## src/rtl/fantasy_pkg.sv

```systemverilog
// Shared mode encoding and gain constants for the fantasy_grade tone stage.
package fantasy_pkg;

  typedef enum logic [2:0] {
    MODE_INV      = 3'd0,
    MODE_INV_2_3  = 3'd1,
    MODE_BLK_Y    = 3'd2,
    MODE_BLK_C    = 3'd3,
    MODE_CHROMA   = 3'd4,
    MODE_DIM      = 3'd5,
    MODE_PASS     = 3'd6,
    MODE_PASS_ALT = 3'd7
  } mode_t;

  // Gains are unsigned Q1.15, so GAIN_ONE is unity.
  localparam int GAIN_FRAC     = 15;
  localparam int GAIN_ONE      = 32768;
  localparam int GAIN_2_3      = 21845;
  localparam int GAIN_1_2      = 16384;
  localparam int C_THR_DEFAULT = 89;

endpackage

```

## src/rtl/fantasy_grade_chan.sv

```systemverilog
// One colour channel of the grade pipeline: offset, gain multiply and
// saturation to the output range (pipeline stages 2 to 4).
module fantasy_grade_chan
  import fantasy_pkg::*;
#(
  parameter int DW = 8,
  parameter int GW = 17
) (
  input  logic                 clk,
  input  logic                 rst,
  input  logic [DW-1:0]        pixel,
  input  logic                 inv,
  input  logic signed [DW+1:0] shift,
  input  logic [GW-1:0]        gain,
  output logic [DW-1:0]        y
);

  localparam int PW = DW + GW + 3;

  logic signed [DW+1:0] d;
  logic signed [PW-1:0] prod;
  logic signed [PW-1:0] scaled;
  logic [DW-1:0]        clamped;

  // Truncating arithmetic shift, then clip to 0 .. 2^DW-1.
  always_comb begin
    scaled  = prod >>> GAIN_FRAC;
    clamped = scaled[DW-1:0];
    if (scaled[PW-1]) begin
      clamped = '0;
    end else if (|scaled[PW-2:DW]) begin
      clamped = '1;
    end
  end

  always_ff @(posedge clk) begin
    if (rst) begin
      d    <= '0;
      prod <= '0;
      y    <= '0;
    end else begin
      d    <= signed'({2'b00, inv ? ~pixel : pixel}) - shift;
      prod <= d * signed'({1'b0, gain});
      y    <= clamped;
    end
  end

endmodule

```

## src/rtl/fantasy_grade.sv

```systemverilog
// fantasy_grade: four-stage per-pixel tone stage with frame-synchronous mode and master gain.
// Define FANTASY_GRADE_RAMP_EN to ramp the master gain by RAMP_STEP per frame instead of jumping.
module fantasy_grade
  import fantasy_pkg::*;
#(
  parameter int CH        = 3,
  parameter int DW        = 8,
  parameter int GW        = 17,
  parameter int RAMP_STEP = 2048,
  parameter int C_THR     = C_THR_DEFAULT
) (
  input  logic             vin_clk_i,
  input  logic             rst_i,
  input  logic [2:0]       mode_i,
  input  logic [GW-1:0]    gain_tgt_i,
  input  logic             vin_hs_i,
  input  logic             vin_vs_i,
  input  logic             vin_de_i,
  input  logic [CH*DW-1:0] vin_data_i,
  input  logic             blk_y_i,
  input  logic             blk_c_i,
  input  logic             blk_l_i,
  input  logic [DW-1:0]    px_c_i,
  input  logic [DW-1:0]    px_l_i,
  output logic             vout_hs_o,
  output logic             vout_vs_o,
  output logic             vout_de_o,
  output logic [CH*DW-1:0] vout_data_o,
  output logic             ramp_busy_o
);

`ifdef FANTASY_GRADE_RAMP_EN
  localparam bit RAMP_EN = 1'b1;
`else
  localparam bit RAMP_EN = 1'b0;
`endif
  // A full-scale step reaches any target in one frame start.
  localparam logic [GW-1:0]        STEP       = RAMP_EN ? GW'(RAMP_STEP) : {GW{1'b1}};
  localparam logic [DW-1:0]        CHROMA_THR = DW'(C_THR);
  localparam logic signed [DW+1:0] MID        = (DW+2)'(1 << (DW-1));

  logic          vs_q;
  logic          frame_start;
  mode_t         mode_q;
  logic [GW-1:0] gmaster;
  logic [GW-1:0] gmaster_next;

  logic                 inv;
  logic signed [DW+1:0] shift;
  logic [GW-1:0]        mgain;
  logic signed [DW+1:0] lum;
  logic signed [DW+1:0] diff;

  logic [CH*DW-1:0]     data1;
  logic                 inv1;
  logic signed [DW+1:0] shift1;
  logic [GW-1:0]        mgain1;
  logic [GW-1:0]        gm1;
  logic [2:0]           sync1, sync2, sync3, sync4;
  logic [GW-1:0]        g2;
  logic [2*GW-1:0]      gprod;
  logic [2*GW-1:0]      gscaled;
  logic [GW-1:0]        gsat;

  assign frame_start = vin_vs_i & ~vs_q;
  assign ramp_busy_o = (gmaster != gain_tgt_i);

  always_comb begin
    gmaster_next = gmaster;
    if (gmaster < gain_tgt_i) begin
      gmaster_next = (gain_tgt_i - gmaster > STEP) ? gmaster + STEP : gain_tgt_i;
    end else if (gmaster > gain_tgt_i) begin
      gmaster_next = (gmaster - gain_tgt_i > STEP) ? gmaster - STEP : gain_tgt_i;
    end
  end

  // Mode and master gain only change on the edge that sees the vs rise.
  always_ff @(posedge vin_clk_i) begin
    if (rst_i) begin
      vs_q    <= 1'b0;
      mode_q  <= MODE_PASS;
      gmaster <= GW'(GAIN_ONE);
    end else begin
      vs_q <= vin_vs_i;
      if (frame_start) begin
        mode_q  <= mode_t'(mode_i);
        gmaster <= gmaster_next;
      end
    end
  end

  always_comb begin
    inv   = 1'b0;
    shift = '0;
    mgain = GW'(GAIN_ONE);
    lum   = signed'({2'b00, px_l_i});
    diff  = lum - signed'({3'b000, px_c_i[DW-1:1]});
    case (mode_q)
      MODE_INV:     inv = 1'b1;
      MODE_INV_2_3: begin
        inv   = 1'b1;
        mgain = GW'(GAIN_2_3);
      end
      MODE_BLK_Y:   inv = blk_y_i;
      MODE_BLK_C: begin
        inv   = ~blk_c_i & blk_y_i;
        mgain = blk_c_i ? GW'(GAIN_1_2) : GW'(GAIN_ONE);
      end
      MODE_CHROMA: begin
        if (px_c_i < CHROMA_THR) begin
          if (blk_l_i) shift = (lum - MID) <<< 1;
        end else begin
          // Adding the sign bit before the shift makes the halving truncate toward zero.
          shift = (diff + signed'({{(DW+1){1'b0}}, diff[DW+1]})) >>> 1;
          if (blk_l_i) mgain = GW'(GAIN_2_3);
        end
      end
      MODE_DIM:     mgain = GW'(GAIN_2_3);
      default:      ;
    endcase
  end

  always_comb begin
    gprod   = mgain1 * gm1;
    gscaled = gprod >> GAIN_FRAC;
    gsat    = (|gscaled[2*GW-1:GW]) ? {GW{1'b1}} : gscaled[GW-1:0];
  end

  always_ff @(posedge vin_clk_i) begin
    if (rst_i) begin
      data1  <= '0;
      inv1   <= 1'b0;
      shift1 <= '0;
      mgain1 <= '0;
      gm1    <= '0;
      sync1  <= '0;
      sync2  <= '0;
      sync3  <= '0;
      sync4  <= '0;
      g2     <= '0;
    end else begin
      data1  <= vin_data_i;
      inv1   <= inv;
      shift1 <= shift;
      mgain1 <= mgain;
      gm1    <= gmaster;
      sync1  <= {vin_hs_i, vin_vs_i, vin_de_i};
      sync2  <= sync1;
      sync3  <= sync2;
      sync4  <= sync3;
      g2     <= gsat;
    end
  end

  assign {vout_hs_o, vout_vs_o, vout_de_o} = sync4;

  for (genvar c = 0; c < CH; c++) begin : g_chan
    fantasy_grade_chan #(
      .DW(DW),
      .GW(GW)
    ) u_chan (
      .clk  (vin_clk_i),
      .rst  (rst_i),
      .pixel(data1[(CH-1-c)*DW +: DW]),
      .inv  (inv1),
      .shift(shift1),
      .gain (g2),
      .y    (vout_data_o[(CH-1-c)*DW +: DW])
    );
  end

endmodule

```

## config.mk

```make
export PLATFORM = sky130hd
export DESIGN_NAME = fantasy_grade
export DESIGN_NICKNAME = d
export VERILOG_FILES = /design/src/rtl/fantasy_pkg.sv /design/src/rtl/fantasy_grade_chan.sv /design/src/rtl/fantasy_grade.sv
export SDC_FILE = /design/constraint.sdc
export NUM_CORES = 2
export LEC_CHECK = 0
export ABC_AREA = 1
export BUFFER_PORTS_ARGS = -buffer_cell sky130_fd_sc_hd__buf_2
export CORE_ASPECT_RATIO = 0.9
export CORE_MARGIN = 8
export CORE_UTILIZATION = 59
export DETAILED_ROUTE_END_ITERATION = 10
export PLACE_DENSITY = 0.9
export SYNTH_ARGS = -nofsm -noshare
export SYNTH_HDL_FRONTEND = slang
export SYNTH_SLANG_ARGS = --single-unit
```

## constraint.sdc

```tcl
create_clock -name vin_clk_i -period 5.7 [get_ports vin_clk_i]
set_input_delay 0 -clock vin_clk_i [delete_from_list [all_inputs] [get_ports vin_clk_i]]
set_output_delay 0 -clock vin_clk_i [all_outputs]
set_load 0.005 [all_outputs]
```

# == After elaboration in Yosys (flattened, before gate mapping) ==
# Index checks and enable logic that the tools add are counted.
# classes
multipliers,4
eq_ne,6
n_mux,18
n_bitwise,8
reduce_logical,13
n_addsub,10
n_lt_le_gt_ge,5
# op_table
cell,n
$mux W17,5
$mul A10 B18 Y28,3
$mux W16,3
$mux W8,6
$pmux W16 S3,1
$gt A17 B17 Y1 const B,2
$mul A17 B17 Y34,1
$sub A17 B17 Y17,2
$sub A9 B10 Y10,3
$not A8 Y8,3
$mux W10,2
$add A17 B17 Y17 const B,1
$gt A17 B17 Y1,1
$lt A17 B17 Y1,1
$ne A17 B17 Y1,1
$sub A17 B17 Y17 const B,1
$reduce_or A5 Y1,3
$reduce_or A2 Y1,7
$add A9 B2 Y10,1
$sub A8 B7 Y9,1
$sub A8 B8 Y9 const B,1
$lt A8 B7 Y1 const B,1
$eq A3 B2 Y1 const B,2
$eq A3 B3 Y1 const B,2
7 further kinds,10
# word_totals
inputBits,68
ff_bits,257
output_inout_bits,28

# == Depth between registers and ports, before layout ==
# depth
ltp_word,5
depth_mapped,31
ltp_nobuf,28

# == Hierarchy ==
# A second synthesis with hierarchy kept.
# unflattened
hier_cells,4440
area_unflattened_um2,32165.8
# modules_own_cells
module,n_inst,cells_per_inst,area_per_inst_um2
fantasy_grade,1,1387,10163.5
fantasy_grade_chan at g_chan[0].u_chan,1,1072,7563.5
fantasy_grade_chan at g_chan[1].u_chan,1,991,7219.4
fantasy_grade_chan at g_chan[2].u_chan,1,990,7219.4

# == Worst setup path before layout ==
# OpenSTA, ideal clock, no wires.
# synth_timing
path_kind,flip-flop to flip-flop
startpoint,register mgain1[12]
endpoint,register g2[10]
slack_ns,0.091
t_required_ns,5.572
path_stages_with_launch,31
synth_period_minus_slack_ns,5.609
t_arrival_ns,5.482
cell_sequence,dfxtp_1 > buf_4 > clkbuf_1 > nand2_1 > inv_1 > ha_1 > inv_1 > fa_1 > inv_1 > fa_1 > inv_1 > fa_1 > inv_1 > fa_1 > inv_1 > fa_1 > inv_1 > ha_1 > nand2_1 > inv_1 > nand2_1 > nand2_1 > nand2_1 > nand2_1 > a21oi_1 > nand3b_1 > nand2_1 > nand3_4 > buf_6 > nor2_1 > nor2_1
# synth_via
elab_chain_len,3
# synth_rtl
item,line_no,rtl
start: declaration,fantasy_grade.sv:57,logic [GW-1:0] mgain1;
start signal: assignment,fantasy_grade.sv:145,mgain1 <= mgain;
$mul A17 B17 Y34 (*),fantasy_grade.sv:124,gprod = mgain1 * gm1;
$reduce_or A2 Y1,fantasy_grade.sv:126,gsat = (|gscaled[2*GW-1:GW]) ? {GW{1'b1}} : gscaled[GW-1:0];
$mux W17 (*),fantasy_grade.sv:126,
end signal: assignment,fantasy_grade.sv:151,g2 <= gsat;
end: declaration,fantasy_grade.sv:60,logic [GW-1:0] g2;
# Mark *: on every way between the ends. The rest lies on a longest branch, timed or not.
# A chain may end at the register's enable or synchronous reset.

# == Worst setup path in the final report ==
# layout_timing
startpoint,register mgain1[12]
endpoint,register g2[0]
# The elaborated chain is that of the path after synthesis.

==> flow_summary.ini <==
[outcome]
outcome = complete, no violations

[routing]
dr_wl_met3_mm = 8.01
top_layer_used = met4
wl_per_cell_um = 16.1
detailedRoute.firstIterationViolations = 2311
drt-total-wl_mm = 81.6
drt_pre_antenna_iters = 6
drt-met1-wl_mm = 32.3
via_per_inst = 5.37
final_antenna_net_count = 0
num_vias = 27200
route.detailed.drc = 0
wl_met2_mm = 37.9

[global_routing]
antenna_found_initial = 1
grt_max_degree = 90
grt_first_pass_wirelength_mm = 136
grt.overflow.total = 0
grt.total_usage_pct = 27.5
grt_pass1_vias = 28500

[power_and_ir_drop]
totalPowerFinal_mw = 4.57
p_switching_mw = 1.82
cellLeakagePower_nw = 20.2
pwr-share-seq_pct = 36.8
pwr_density_cell_nw_per_um2 = 135
swShare_pct = 39.9
vdd_drop_max_uv = 254
p_comb_share_pct = 36.2
clkPwrFrac_pct = 26.9
internal_power_mw = 2.75

[floorplanning]
die_h_um = 234
row_count = 80
dieArea_um2 = 60300
coreArea_um2 = 52600
start_util_pct = 59.2
ios = 96
die_width_um = 258

[synth]
synth_cells = 4257
async_flop_share_pct = 0
ys_seq_area_share_pct = 12.6
yosys.area_share.simple_pct = 19.2
synth_top_flop_cell = dfxtp_1
synth_adder_area_share_pct = 44.5
synth_warnings = 0
syn-num-nets = 5169
synth_xor_area_share_pct = 1.15
synth_top_family_by_area = adder cells
syn_area_um2 = 31100
synth_cell_types = 42
synth_compound_area_share_pct = 6.85
synthMuxAreaShare_pct = 0
ys_ff_latch = 196
synth-edff-count = 0
avgSynthCellArea_um2 = 7.30

[worst_setup_path]
cp-start-kind = flop
end_kind = flop
cp.required_ns = 6.02
crit_path_max_fanout = 6
criticalPathCategory = flop to flop
arrival_ns = 5.85
rrSetupSlack_ns = 0.17

[final_layout]
multiInputGateArea_um2 = 22500
final_core_util_pct = 64.5
ff_latch_area_um2 = 3930
drive_gt1_share_pct = 5.83
fillers = 4188
stdcell_area_um2 = 33900
final_nets = 5273
area_growth_pct = 9.01

[sta]
worst_slack_ns = 0.175
slew-limit-headroom_pct = 28.8
tightestPinTransition_ns = 1.06
hold_ws_ns = 0.171
min_period_ns = 5.53
fmax_ghz = 0.181
finalHoldViolCount = 0
finalCritPeriodShare_pct = 96.9
skew_ns = 0.0226
report.final.slew_viol_count = 0
finalSetupViolCount = 0

[placed_design]
dpl_worst_slack_ns = -0.0677
hpwl_mm = 62.0
placed_area_um2 = 32400
gp_congestion = 0.951
portBuffers = 95

[clock_network]
tritoncts = built
cts.sinks = 196
cts_root_buf = clkbuf_16
clock_path_buffers = 2
htreeDepth = 4
cts_buffers = 17
clk_pin_slew_ns = 0.08
worstSkewPairLatency_ns = 0.49

[worst_hold_path]
worstHoldPathType = input pin to flop

[job]
cap_violations = 0
worst paths after layout:
check,from,end,depth (start not counted)
setup reg to reg,mgain1[12]$_SDFF_PP0_,g2[0]$_SDFF_PP0_,24
hold reg to reg,sync3[0]$_SDFF_PP0_,sync4[0]$_SDFF_PP0_,2
hold / removal,rst_i,sync1[2]$_SDFF_PP0_,2
setup / recovery,mgain1[12]$_SDFF_PP0_,g2[0]$_SDFF_PP0_,24
placed cells by master, fill, tap and decap left out, types with 5 or more instances in the layout:
cell,count
o21a_1,8
nand3_1,105
a21boi_0,6
or2_2,6
clkinv_4,5
nand2_1,966
xor2_1,33
o21ai_0,93
buf_4,60
a31oi_1,5
a21oi_2,8
fa_1,436
nand2_2,11
inv_1,1144
ha_4,5
xnor2_1,8
dlygate4sd3_1,69
o21bai_1,20
a21o_1,15
clkbuf_16,17
buf_2,94
nor3_1,33
nand4_1,28
nor2_2,16
ha_1,397
dfxtp_1,194
a21oi_1,224
nor4_1,10
nor2_1,296
ha_2,5
power groups by stage:
stage               combinational, mW  sequential [mW]  clock [mW]
floorplan                        1.18             1.57           0
global placement                 1.50             1.69           0
detailed placement               1.56             1.70           0
CTS                              1.62             1.67        1.24
global route                     1.87             1.69        1.29
finish                           1.66             1.68        1.23
cell usage after synthesis (10+ instances only):
library cell	count	area share, %
nand3_1	106	1.7
a21oi_1	233	3.8
xor2_1	33	0.93
a21o_1	15	0.36
fa_1	437	28
nand2_1	972	12
nand4_1	28	0.56
nor2_1	306	3.7
dfxtp_1	196	13
buf_1	19	0.23
ha_1	407	16
inv_1	1146	14
clkbuf_1	114	1.4
nor3_1	33	0.53
o21bai_1	20	0.48
o21ai_0	95	1.5
nor4_1	10	0.20
layout make-up:
class | count | share of cell area (%)
timing repair buffer | 227 | 4.96
tap | 697 | 2.57
inverter | 1150 | 12.7
sequential | 196 | 11.6
clock inverter | 12 | 0.421
clock buffer | 19 | 1.28
antenna | 1 | 0.00738
multi-input combinational | 2769 | 66.4
flip-flops by register name (all words and copies together), names as in the netlist:
signal	cells
g2	17
sync1	3
g_chan.u_chan.d	30
sync4	3
gmaster	17
gm1	17
sync3	3
shift1	9
inv1	1
data1	24
g_chan.u_chan.y	24
mgain1	3
g_chan.u_chan.prod	39
mode_q	3
sync2	3
layer usage:
metal	up-vias	track usage [%]
met2	1396	46.2
met4	0	12.5
li1	12800	-
met1	12700	34.2
met5	-	0
met3	304	5.46
what timing repair did:
action                                 4_1_cts  5_1_grt
buffers inserted                             0        5
setup endpoints to repair                   17       17
hold buffers                                69        0
gates resized for setup                      2       51
cloned                                       0        2
endpoints found under the hold margin       59        0
pin swaps                                    0       16
cell families (layout without fill, tap and decap cells):
group                    count (synthesis)  after routing
AND/OR/NAND/NOR                       1488           1490
buffers and inverters                 1294           1408
adder cells (fa/ha/maj)                844            844
AO/OA/AOI/OAI                          394            394
flip-flops                             196            196
XOR/XNOR                                41             41
other                                    0              1
worst max-delay path, cell delays in order, from the launching register on:
cell and delay [ns]:
dfxtp_4 0.38, nand2_1 0.07, inv_1 0.07, ha_1 0.30, inv_1 0.06, fa_1 0.54, inv_1 0.08, fa_1 0.48
buf_4 0.16, fa_1 0.50, fa_1 0.55, inv_1 0.06, fa_1 0.53, inv_1 0.04, ha_2 0.32, a21oi_2 0.20
o21ai_2 0.09, nand2_1 0.07, nand2_1 0.07, a21oi_2 0.24, nand2_2 0.10, nand2_4 0.13, nand3_4 0.15, nor2_2 0.13
nor2_1 0.04
through the flow:
| step | cells | TNS [ns] |
|---|---|---|
| after global placement | 4963 | 0 |
| after CTS | 5063 | 0 |
| after global routing | 5071 | -0.0187 |
| final | 5071 | 0 |
| after detailed placement | 4963 | -0.832 |
| after floorplan | 4257 | 0 |
Power figures use the tool's default switching activity.
